[config.mk]
export PLATFORM = sky130hd
export DESIGN_NAME = led_frame_writer
export DESIGN_NICKNAME = d
export VERILOG_FILES = /design/src/rtl/led_frame_pkg.sv /design/src/rtl/led_rr_pick.sv /design/src/rtl/led_frame_writer.sv
export SDC_FILE = /design/constraint.sdc
export NUM_CORES = 1
export LEC_CHECK = 0
export ABC_AREA = 1
export CAP_MARGIN = 0
export CORE_UTILIZATION = 60
export DETAILED_ROUTE_END_ITERATION = 10
export PLACE_DENSITY = 0.8
export REMOVE_ABC_BUFFERS = 1
export SETUP_SLACK_MARGIN = 0.3
export SLEW_MARGIN = 20
export SYNTH_ARGS = -nofsm -noshare
export SYNTH_HDL_FRONTEND = slang
export SYNTH_SLANG_ARGS = --single-unit
[constraint.sdc]
create_clock -name SysClk -period 4.87 [get_ports SysClk]
set_input_delay 1.461 -clock SysClk [delete_from_list [all_inputs] [get_ports SysClk]]
set_output_delay 1.461 -clock SysClk [all_outputs]
set_load 0.005 [all_outputs]
[src/rtl/led_frame_pkg.sv]
// rtl/led_frame_pkg.sv - shared constants, FSM encoding and helpers for the LED frame writer
package led_frame_pkg;

    localparam int CHIP_CNT         = 8;
    localparam int CHIP_AW          = 3;
    localparam int ADDR_OUT_W       = 4;
    localparam int DEF_GAP_CYCLES   = 420;
    localparam int DEF_CLEAR_CYCLES = 4;

    typedef enum logic [1:0] {
        ST_IDLE,
        ST_STROBE,
        ST_GAP,
        ST_CLEAR
    } frameState_t;

    function automatic int maxInt(input int a, input int b);
        return (a > b) ? a : b;
    endfunction

endpackage

[src/rtl/led_rr_pick.sv]
// rtl/led_rr_pick.sv - combinational round-robin finder: first dirty chip at or after RrPtr
import led_frame_pkg::*;

module led_rr_pick (
    input  logic [CHIP_CNT-1:0] Dirty,
    input  logic [CHIP_AW-1:0]  RrPtr,
    output logic [CHIP_AW-1:0]  Idx,
    output logic                Any
);

    logic [CHIP_AW-1:0] cand;

    // Walk offsets from farthest to nearest so the closest hit overwrites the others.
    always_comb begin
        Idx  = '0;
        Any  = 1'b0;
        cand = '0;
        for (int i = CHIP_CNT - 1; i >= 0; i--) begin
            cand = RrPtr + CHIP_AW'(i);
            if (Dirty[cand]) begin
                Idx = cand;
                Any = 1'b1;
            end
        end
    end

endmodule

[src/rtl/led_frame_writer.sv]
// rtl/led_frame_writer.sv - shadow frame + serializer write scheduler; optional PERIODIC_REFRESH_EN
import led_frame_pkg::*;

module led_frame_writer #(
    parameter int GAP_CYCLES   = DEF_GAP_CYCLES,
    parameter int CLEAR_CYCLES = DEF_CLEAR_CYCLES
`ifdef PERIODIC_REFRESH_EN
    ,
    parameter int REFRESH_CYCLES = 50_000_000
`endif
) (
    input  logic                  SysClk,
    input  logic                  SysRst,
    input  logic                  HostWrEn,
    input  logic [CHIP_AW-1:0]    HostAddr,
    input  logic [7:0]            HostData,
    input  logic                  ClearReq,
    output logic [7:0]            DataOut,
    output logic [ADDR_OUT_W-1:0] AddressOut,
    output logic                  WRITEOut,
    output logic                  CLEAROut,
    output logic                  Busy
);

    localparam int CNT_W = $clog2(maxInt(GAP_CYCLES, CLEAR_CYCLES) + 1);

    frameState_t         state;
    logic [7:0]          shadow [CHIP_CNT];
    logic [CHIP_CNT-1:0] dirty;
    logic [CHIP_CNT-1:0] dirtyNext;
    logic [CHIP_AW-1:0]  rrPtr;
    logic [CHIP_AW-1:0]  pickIdx;
    logic                pickAny;
    logic                pickFire;
    logic                clearPend;
    logic                clearEntry;
    logic                refreshHit;
    logic [CNT_W-1:0]    cnt;

    led_rr_pick uPick (
        .Dirty (dirty),
        .RrPtr (rrPtr),
        .Idx   (pickIdx),
        .Any   (pickAny)
    );

`ifdef PERIODIC_REFRESH_EN
    localparam int REF_W = $clog2(REFRESH_CYCLES);

    logic [REF_W-1:0] refreshCnt;

    assign refreshHit = (refreshCnt == REF_W'(REFRESH_CYCLES - 1));

    always_ff @(posedge SysClk) begin
        if (SysRst || refreshHit) begin
            refreshCnt <= '0;
        end else begin
            refreshCnt <= refreshCnt + 1'b1;
        end
    end
`else
    assign refreshHit = 1'b0;
`endif

    assign clearEntry = (state == ST_IDLE) && (clearPend || ClearReq);
    assign pickFire   = (state == ST_IDLE) && !clearEntry && pickAny;
    assign Busy       = (state != ST_IDLE) || (|dirty);

    // A host write landing on the byte being picked re-dirties it; a clear entry wipes everything.
    always_comb begin
        dirtyNext = dirty;
        if (pickFire) begin
            dirtyNext[pickIdx] = 1'b0;
        end
        if (refreshHit) begin
            dirtyNext = '1;
        end
        if (HostWrEn) begin
            dirtyNext[HostAddr] = 1'b1;
        end
        if (clearEntry) begin
            dirtyNext = '0;
        end
    end

    always_ff @(posedge SysClk) begin
        if (SysRst) begin
            state      <= ST_IDLE;
            dirty      <= '0;
            rrPtr      <= '0;
            clearPend  <= 1'b0;
            cnt        <= '0;
            DataOut    <= '0;
            AddressOut <= '0;
            WRITEOut   <= 1'b0;
            CLEAROut   <= 1'b0;
            for (int i = 0; i < CHIP_CNT; i++) begin
                shadow[i] <= '0;
            end
        end else begin
            dirty <= dirtyNext;
            if (clearEntry) begin
                for (int i = 0; i < CHIP_CNT; i++) begin
                    shadow[i] <= '0;
                end
            end else if (HostWrEn) begin
                shadow[HostAddr] <= HostData;
            end
            if ((state != ST_IDLE) && ClearReq) begin
                clearPend <= 1'b1;
            end

            // The strobe cycle is the first gap cycle, so strobes sit GAP_CYCLES+1 apart.
            case (state)
                ST_IDLE: begin
                    if (clearEntry) begin
                        clearPend <= 1'b0;
                        CLEAROut  <= 1'b1;
                        cnt       <= CNT_W'(CLEAR_CYCLES - 1);
                        state     <= ST_CLEAR;
                    end else if (pickAny) begin
                        DataOut    <= shadow[pickIdx];
                        AddressOut <= {{(ADDR_OUT_W - CHIP_AW){1'b0}}, pickIdx};
                        rrPtr      <= pickIdx + 1'b1;
                        WRITEOut   <= 1'b1;
                        cnt        <= CNT_W'(GAP_CYCLES - 1);
                        state      <= ST_STROBE;
                    end
                end
                ST_STROBE: begin
                    WRITEOut <= 1'b0;
                    cnt      <= cnt - 1'b1;
                    state    <= ST_GAP;
                end
                ST_GAP: begin
                    if (cnt == '0) begin
                        state <= ST_IDLE;
                    end else begin
                        cnt <= cnt - 1'b1;
                    end
                end
                ST_CLEAR: begin
                    if (cnt == '0) begin
                        CLEAROut <= 1'b0;
                        state    <= ST_IDLE;
                    end else begin
                        cnt <= cnt - 1'b1;
                    end
                end
                default: state <= ST_IDLE;
            endcase
        end
    end

endmodule

Word-level counts from Yosys, hierarchy flattened

Memory sizes are Yosys's and may differ from the RTL's. A register that Yosys moved wholly into a read port is not among the register bits.
Index checks and enable logic that the tools add are counted.

Register bits: 28
RAM bits: 64
Word-level logic and storage cells: 150
Memories: 1
Output and inout port bits: 15
Bits of input ports: 15

Reductions and logical operators: 23
Bitwise logic cells: 12
Equality and inequality tests: 10
$add $sub $neg: 9
Multiplexer cells: 75
$lt $le $gt $ge: 12

Memories:

| name   | depth | bits a word | read ports | clocked after memory_dff | write ports | RTL line               | RTL |
|---|---|---|---|---|---|---|---|
| shadow | 8     | 8           | 1          | 1                        | 8           | led_frame_writer.sv:28 | `logic [7:0] shadow [CHIP_CNT];` |

Operators by type and width:

| cell                                                | count |
|---|---|
| two-way mux 8 bit                                   | 11 |
| < comparator 3 x 4 -> 1 bit, second input constant  | 10 |
| two-way mux 1 bit                                   | 35 |
| two-way mux 3 bit                                   | 9 |
| two-way mux 9 bit                                   | 3 |
| case mux 9 bit (3 select lines)                     | 1 |
| binary-select mux 1 bit (select 3 bit)              | 8 |
| OR reduction 8 bit                                  | 2 |
| adder 3 bit, second input constant                  | 4 |
| inequality test 2 bit, second input constant        | 5 |
| logical NOT 9 bit                                   | 1 |
| AND reduction 3 bit                                 | 3 |
| subtractor 9 x 1 -> 9 bit, second input constant    | 1 |
| AND 8 bit                                           | 1 |
| inverter 8 bit                                      | 1 |
| bitwise OR 1 bit                                    | 8 |
| bitwise OR 8 bit                                    | 1 |
| adder 3 x 1 -> 3 bit, second input constant         | 2 |
| adder 3 x 2 -> 3 bit, second input constant         | 2 |
| demux 1 bit (select 3 bit)                          | 2 |
| >= comparator 3 x 1 -> 1 bit, second input constant | 2 |
| logical AND 1 bit                                   | 6 |
| two-way mux 2 bit                                   | 3 |
| case mux 2 bit (3 select lines)                     | 1 |
| other kinds (12)                                    | 19 |

Depth between registers and ports, before layout

Gate-level depths: netlist of run 1.

Depth in word-level cells: 20
Depth in mapped cells: 24
Mapped depth without buffers: 21

Hierarchy

From an unflattened synthesis of run 1, not the netlist that was laid out.

Cell total of the unflattened synthesis: 601
Area total of the unflattened synthesis: 5,241.3 sq um

By module, submodules not included:

| module           | area each (sq um) | instances | cells an instance | seq. area each (sq um) |
|---|---|---|---|---|
| led_frame_writer | 4,501.8           | 1         | 479               | 2,642.5 |
| led_rr_pick      | 739.5             | 1         | 122               | 0.0 |

Worst setup path before layout of run 1

No wires, ideal clock.

Path kind: register -> output
From: register rrPtr[0] (netlist name)
To: output Busy
Cell stages (with the launch flop): 14
Data arrival time: 1,855 ps
Data required time: 3,409 ps
Buffers on the path: 3
Path slack: 1,554 ps
Cell sequence: dfxtp_1 > buf_6 > inv_2 > buf_6 > ha_1 > buf_2 > inv_1 > nand3_2 > nand3_2 > nand2_4 > nor2_4 > nand4_1 > inv_1 > nand2_1

RTL lines:

| element          | RTL line               | RTL |
|---|---|---|
| end: declaration | led_frame_writer.sv:22 | `output logic Busy` |

==> flow_summary.ini, run 1 <==
[timing]
tightest_slew_ps = 747
hold_viol = 0
setup_viol = 0
fin_tns_setup_ps = 0
fin_crit_sh_pct = 88.5
timing.fmax_mhz = 232
max_slew_margin_pct = 50.0
rsz0062_at_grt = no
final_max_slew_viol_count = 0
fin_skew_ps = 15.6
period_minus_slack_ps = 4310

[yosys]
synth_cell_types = 35
ys_ff_latch = 100
syn_area_sq_mm = 0.00517
synth_area_leaders = edfxtp_1, nand2_1, dfxtp_1, nand3_1, nor2_1
synth_area_leader_cell = edfxtp_1
ys_seq_area_share_pct = 51.1
syn_avg_cell_area_sq_um = 8.10
ys_warn_count = 0
synth_top_area_share_pct = 37.1
synthCells = 639

[floorplanning]
fp-row-count = 33
die_width_um = 94.9
die_height_um = 94.9
start_util_pct = 62.3
io_pins = 30
coreArea_sq_mm = 0.00830
die_area_sq_mm = 0.00900

[worst_setup_path]
start_kind = register
end_kind = primary output
required_ps = 3410
crit_arrival_ps = 2850
path_class = reg -> out
cp_max_fo = 11
reg2reg_depth = 18

[placed_design]
placed_cells = 748
gp_congestion = 0.955
io_buffer_count = 28
place_hpwl_um = 8880

[finish]
area_delta_synth_final_pct = 8.78
layout.cells.non_filler = 764
diodes = 0
final_nets = 672
fin_util_pct = 67.8
drive_gt1_share_pct = 9.26
mostFrequentLayoutCells = nand2_1, nor2_1, nand3_1
final_common_cell = nand2_1

[min_path]
min_path_cells = 1
min_path_type = reg -> reg

[drt]
drc = 0
first_pass_iters = 6
via_per_inst = 5.80
antenna_left = 0
wl_um = 12500
wl_per_cell_um = 16.4
initialDrtViolationCount = 410
vias = 4430

[cts]
clockRootBuffer = clkbuf_8
tritoncts = done
insertion_delay_ps = 370
htreeDepth = 3
cts_buffers = 9
numClockSinks = 100
post-cts-setup-buffer-count = 0
cts_hold_buf = 0
cts.path.max_buffers = 2
path_clk_slew_ps = 110

[global_routing]
grt_pass1_wl_um = 19400
overflow = 0
track_usage_pct = 29.1
grt_pass1_vias = 3966
grt_max_degree = 36
antenna_found_initial = 0

[flow_run]
maxCapViolCount = 0

[outcome]
outcome = completed
## flip-flops by register name, indices dropped and copies added (netlist names)
register    count
shadow         64
cnt             9
DataOut         8
dirty           8
AddressOut      3
rrPtr           3
state           2
CLEAROut        1
WRITEOut        1
clearPend       1
## cell usage after synthesis
master      n
nand3_2     7
xor2_1      2
nor2_4      1
xnor2_1     1
nor3b_1     2
nand2_4     3
a21oi_2     7
buf_2       9
o221ai_1    1
nor2_1     89
a21oi_1    13
conb_1      1
o21ai_1     1
nand3_1    86
edfxtp_1   64
a31oi_4     1
buf_4       5
nor3_1      7
a31o_2      1
a31oi_1     5
inv_1      39
nand2_1   193
nand4_1     2
inv_2       6
nand3_4     1
o21ai_0    23
o21bai_1    1
nand2_2    11
buf_1       1
ha_1        3
dfxtp_1    36
o221a_2     2
clkbuf_1    6
buf_6       5
o211ai_1    4
## through the flow
stage	worst slack [ps]	area (sq um)	hold WS [ps]
4_1_cts	344	5620	473
2_1_floorplan	1290	5010	433
3_3_place_gp	797	5440	449
5_1_grt	392	5630	509
6_report	559	5630	474
3_5_place_dp	756	5440	458
## timing repair
action,CTS,global route
hold endpoints to repair,0,0
resized for setup,0,3
setup endpoints to repair,0,1
## layer usage
| metal | routed length, um | track usage (%) | vias to the layer above | share of wire (%) |
|---|---|---|---|---|
| met1 | 5120 | 36.8 | 2061 | 41 |
| li1 | - | - | 2141 | - |
| met5 | 0 | 0 | - | 0 |
| met2 | 6110 | 49.5 | 196 | 49 |
| met4 | 412 | 11.7 | 0 | 3.3 |
| met3 | 864 | 4.99 | 32 | 6.9 |
## cell type report
type	count	area [sq um]
well taps	105	131
fillers	718	2670
multi-input cells	468	2200
flip-flops and latches	100	2650
clock buffers	9	124
clock inverters	7	61.3
inverters	45	169
repair buffers	30	295
## cell families after synthesis
family	synth area share (%)
XOR/XNOR	0.508
other	0.0725
adder cells (fa/ha/maj)	0.726
AO/OA/AOI/OAI	7.28
buffers and inverters	6.46
AND/OR/NAND/NOR	33.9
flip-flops	51.1
## critical path, stage by stage, from the launching register on
cell and delay, ps:
dfxtp_2 390, inv_2 230, ha_2 380, inv_1 180, nand3_2 110, nand3_1 150
nand2_2 90, nor2_1 160, nand4_1 150, inv_1 120, nand2_1 60, clkdlybuf4s50_1 450
## path summary, 6_finish.rpt
| kind | from | end | slack, ps |
|---|---|---|---|
| max | rrPtr[0] | Busy | 560 |
| min | cnt[0] | cnt[0] | 470 |
| max reg2reg | rrPtr[0] | dirty[3] | 1390 |
| min reg2reg | cnt[0] | cnt[0] | 470 |
Power of run 1 is left out: the tool's default activity adds up to more than one toggle a clock period on the data nets, which glitch-free logic cannot reach.
==> run 2, diff against run 1 <==
- CAP_MARGIN: 0 -> 20
- SLEW_MARGIN: 20 -> 10
- clock period: 4.87 -> 5.06 ns (I/O delays scaled with it)
==> run 2 against run 1 <==
Net effect:
- clock skew down 0.82 ps
- flip-flop and latch count unchanged
- worst setup slack worse by 41 ps
- clock-buffer cell count up 1
- global-route usage down 0.061 points
- via count down 1.9%
- wire length down 2.7%
- critical endpoint unchanged
==> flow_summary.ini, run 2 (synthesized netlist as in run 1, its figures left out) <==
[timing]
max_slew_margin_pct = 49.1
final_max_slew_viol_count = 0
holdWs_ps = 484
hold_viol = 0
timing.fmax_mhz = 220
fin_crit_sh_pct = 89.8
fin_tns_setup_ps = 0
rsz0062_at_grt = no
setup_viol = 0
period_minus_slack_ps = 4540
tightest_slew_ps = 762
fin_skew_ps = 14.7

[worst_setup_path]
required_ps = 3540
regToRegEndpoint = dirty[3]
crit_path_end = Busy
cp_max_fo = 10
path_class = reg -> out
r2r-start = rrPtr[1]
crit_arrival_ps = 3020
crit_start = rrPtr[1]
start_kind = register
reg2reg_slack_ps = 1360
end_kind = primary output
reg2reg_depth = 19

[floorplanning]
die_height_um = 94.9
coreArea_sq_mm = 0.00830
start_util_pct = 62.3
fp-row-count = 33
die_width_um = 94.9
die_area_sq_mm = 0.00900
io_pins = 30

[cts]
clockRootBuffer = clkbuf_8
htreeDepth = 3
insertion_delay_ps = 370
post-cts-setup-buffer-count = 0
numClockSinks = 100
path_clk_slew_ps = 90
cts_buffers = 9
tritoncts = done
cts.path.max_buffers = 2

[drt]
wl_um = 12200
wl_per_cell_um = 15.9
vias = 4347
drc = 0
first_pass_iters = 5
antenna_left = 0
initialDrtViolationCount = 298
via_per_inst = 5.69

[outcome]
outcome = completed

[finish]
final_common_cell = nand2_1
mostFrequentLayoutCells = nand2_1, nor2_1, nand3_1
final_nets = 672
design_area_sq_mm = 0.00563
reg.largest.list = shadow (64), cnt (9)
largest_reg_flops = 64
area_delta_synth_final_pct = 8.73
fin_util_pct = 67.8
diodes = 0
regMostFlops = shadow
drive_gt1_share_pct = 8.95

[min_path]
min_path_type = reg -> reg
min_path_cells = 1

[flow_run]
maxCapViolCount = 0

[placed_design]
io_buffer_count = 28
dpl-instance-area_sq_mm = 0.00544
place_hpwl_um = 8700
gp_congestion = 0.967

[global_routing]
track_usage_pct = 29.1
grt_max_degree = 36
grt_pass1_vias = 3930
grt_pass1_wl_um = 19400
overflow = 0
antenna_found_initial = 0
==> run 2: cell count changes in the layout (fill, tap and decap cells not counted), sizes merged <==
| cell | delta |
|---|---|
| clkbuf | +1 |
| clkinvlp | -1 |
==> run 2: final cells by class <==
| cell class | instances | area [sq um] |
|---|---|---|
| clock buffer | 10 | 128 |
| timing repair buffer | 30 | 295 |
| clock inverter | 6 | 58.8 |
| multi-input combinational | 468 | 2200 |
| sequential | 100 | 2640 |
| tap | 105 | 131 |
| fill | 710 | 2670 |
| inverter | 45 | 169 |
==> run 2: how the worst min path moves through the flow <==
| stage | start | end | slack, ps |
|---|---|---|---|
| 2_1_floorplan | cnt[0] | cnt[0] | 430 |
| 3_3_place_gp | cnt[0] | cnt[0] | 450 |
| 3_5_place_dp | cnt[0] | cnt[0] | 470 |
| 4_1_cts | cnt[0] | cnt[0] | 480 |
| 5_1_grt | cnt[0] | cnt[0] | 530 |
| 6_report | cnt[0] | cnt[0] | 480 |
==> run 2: critical path: stages, from the launching register on <==
cell and delay, ps:
dfxtp_1 570, inv_2 150, ha_1 420, inv_1 210
nand3_2 120, nand3_1 150, nand2_2 100, nor2_1 180
nand4_1 150, inv_1 130, nand2_1 60, clkdlybuf4s50_1 450
==> run 2: metrics by stage <==
| step | worst slack, ps | instances |
|---|---|---|
| floorplan | 1420 | 613 |
| global placement | 928 | 748 |
| detailed placement | 882 | 748 |
| CTS | 466 | 764 |
| global route | 356 | 764 |
| finish | 518 | 764 |
==> run 2: what timing repair did <==
item | 4_1_cts | 5_1_grt
setup endpoints to repair | 0 | 1
gates resized for setup | 0 | 1
hold buffers | 0 | 0
==> run 2: routing by layer <==
metal / part of all wire, % / vias to the layer above / global-route usage, %
met2: 51 / 173 / 49.9
met5: 0 / - / 0
met1: 42 / 2004 / 38.1
met4: 1.7 / 0 / 8.33
met3: 6.3 / 24 / 4.51
li1: - / 2146 / -
Power of run 2 is left out for the same reason.
==> run 3, diff against run 2 <==
- SKIP_CTS_REPAIR_TIMING: unset -> 1
==> results of run 3 <==
Final layout, timing and power as in run 2 (identical DEF).
Power of run 3 is left out for the same reason.
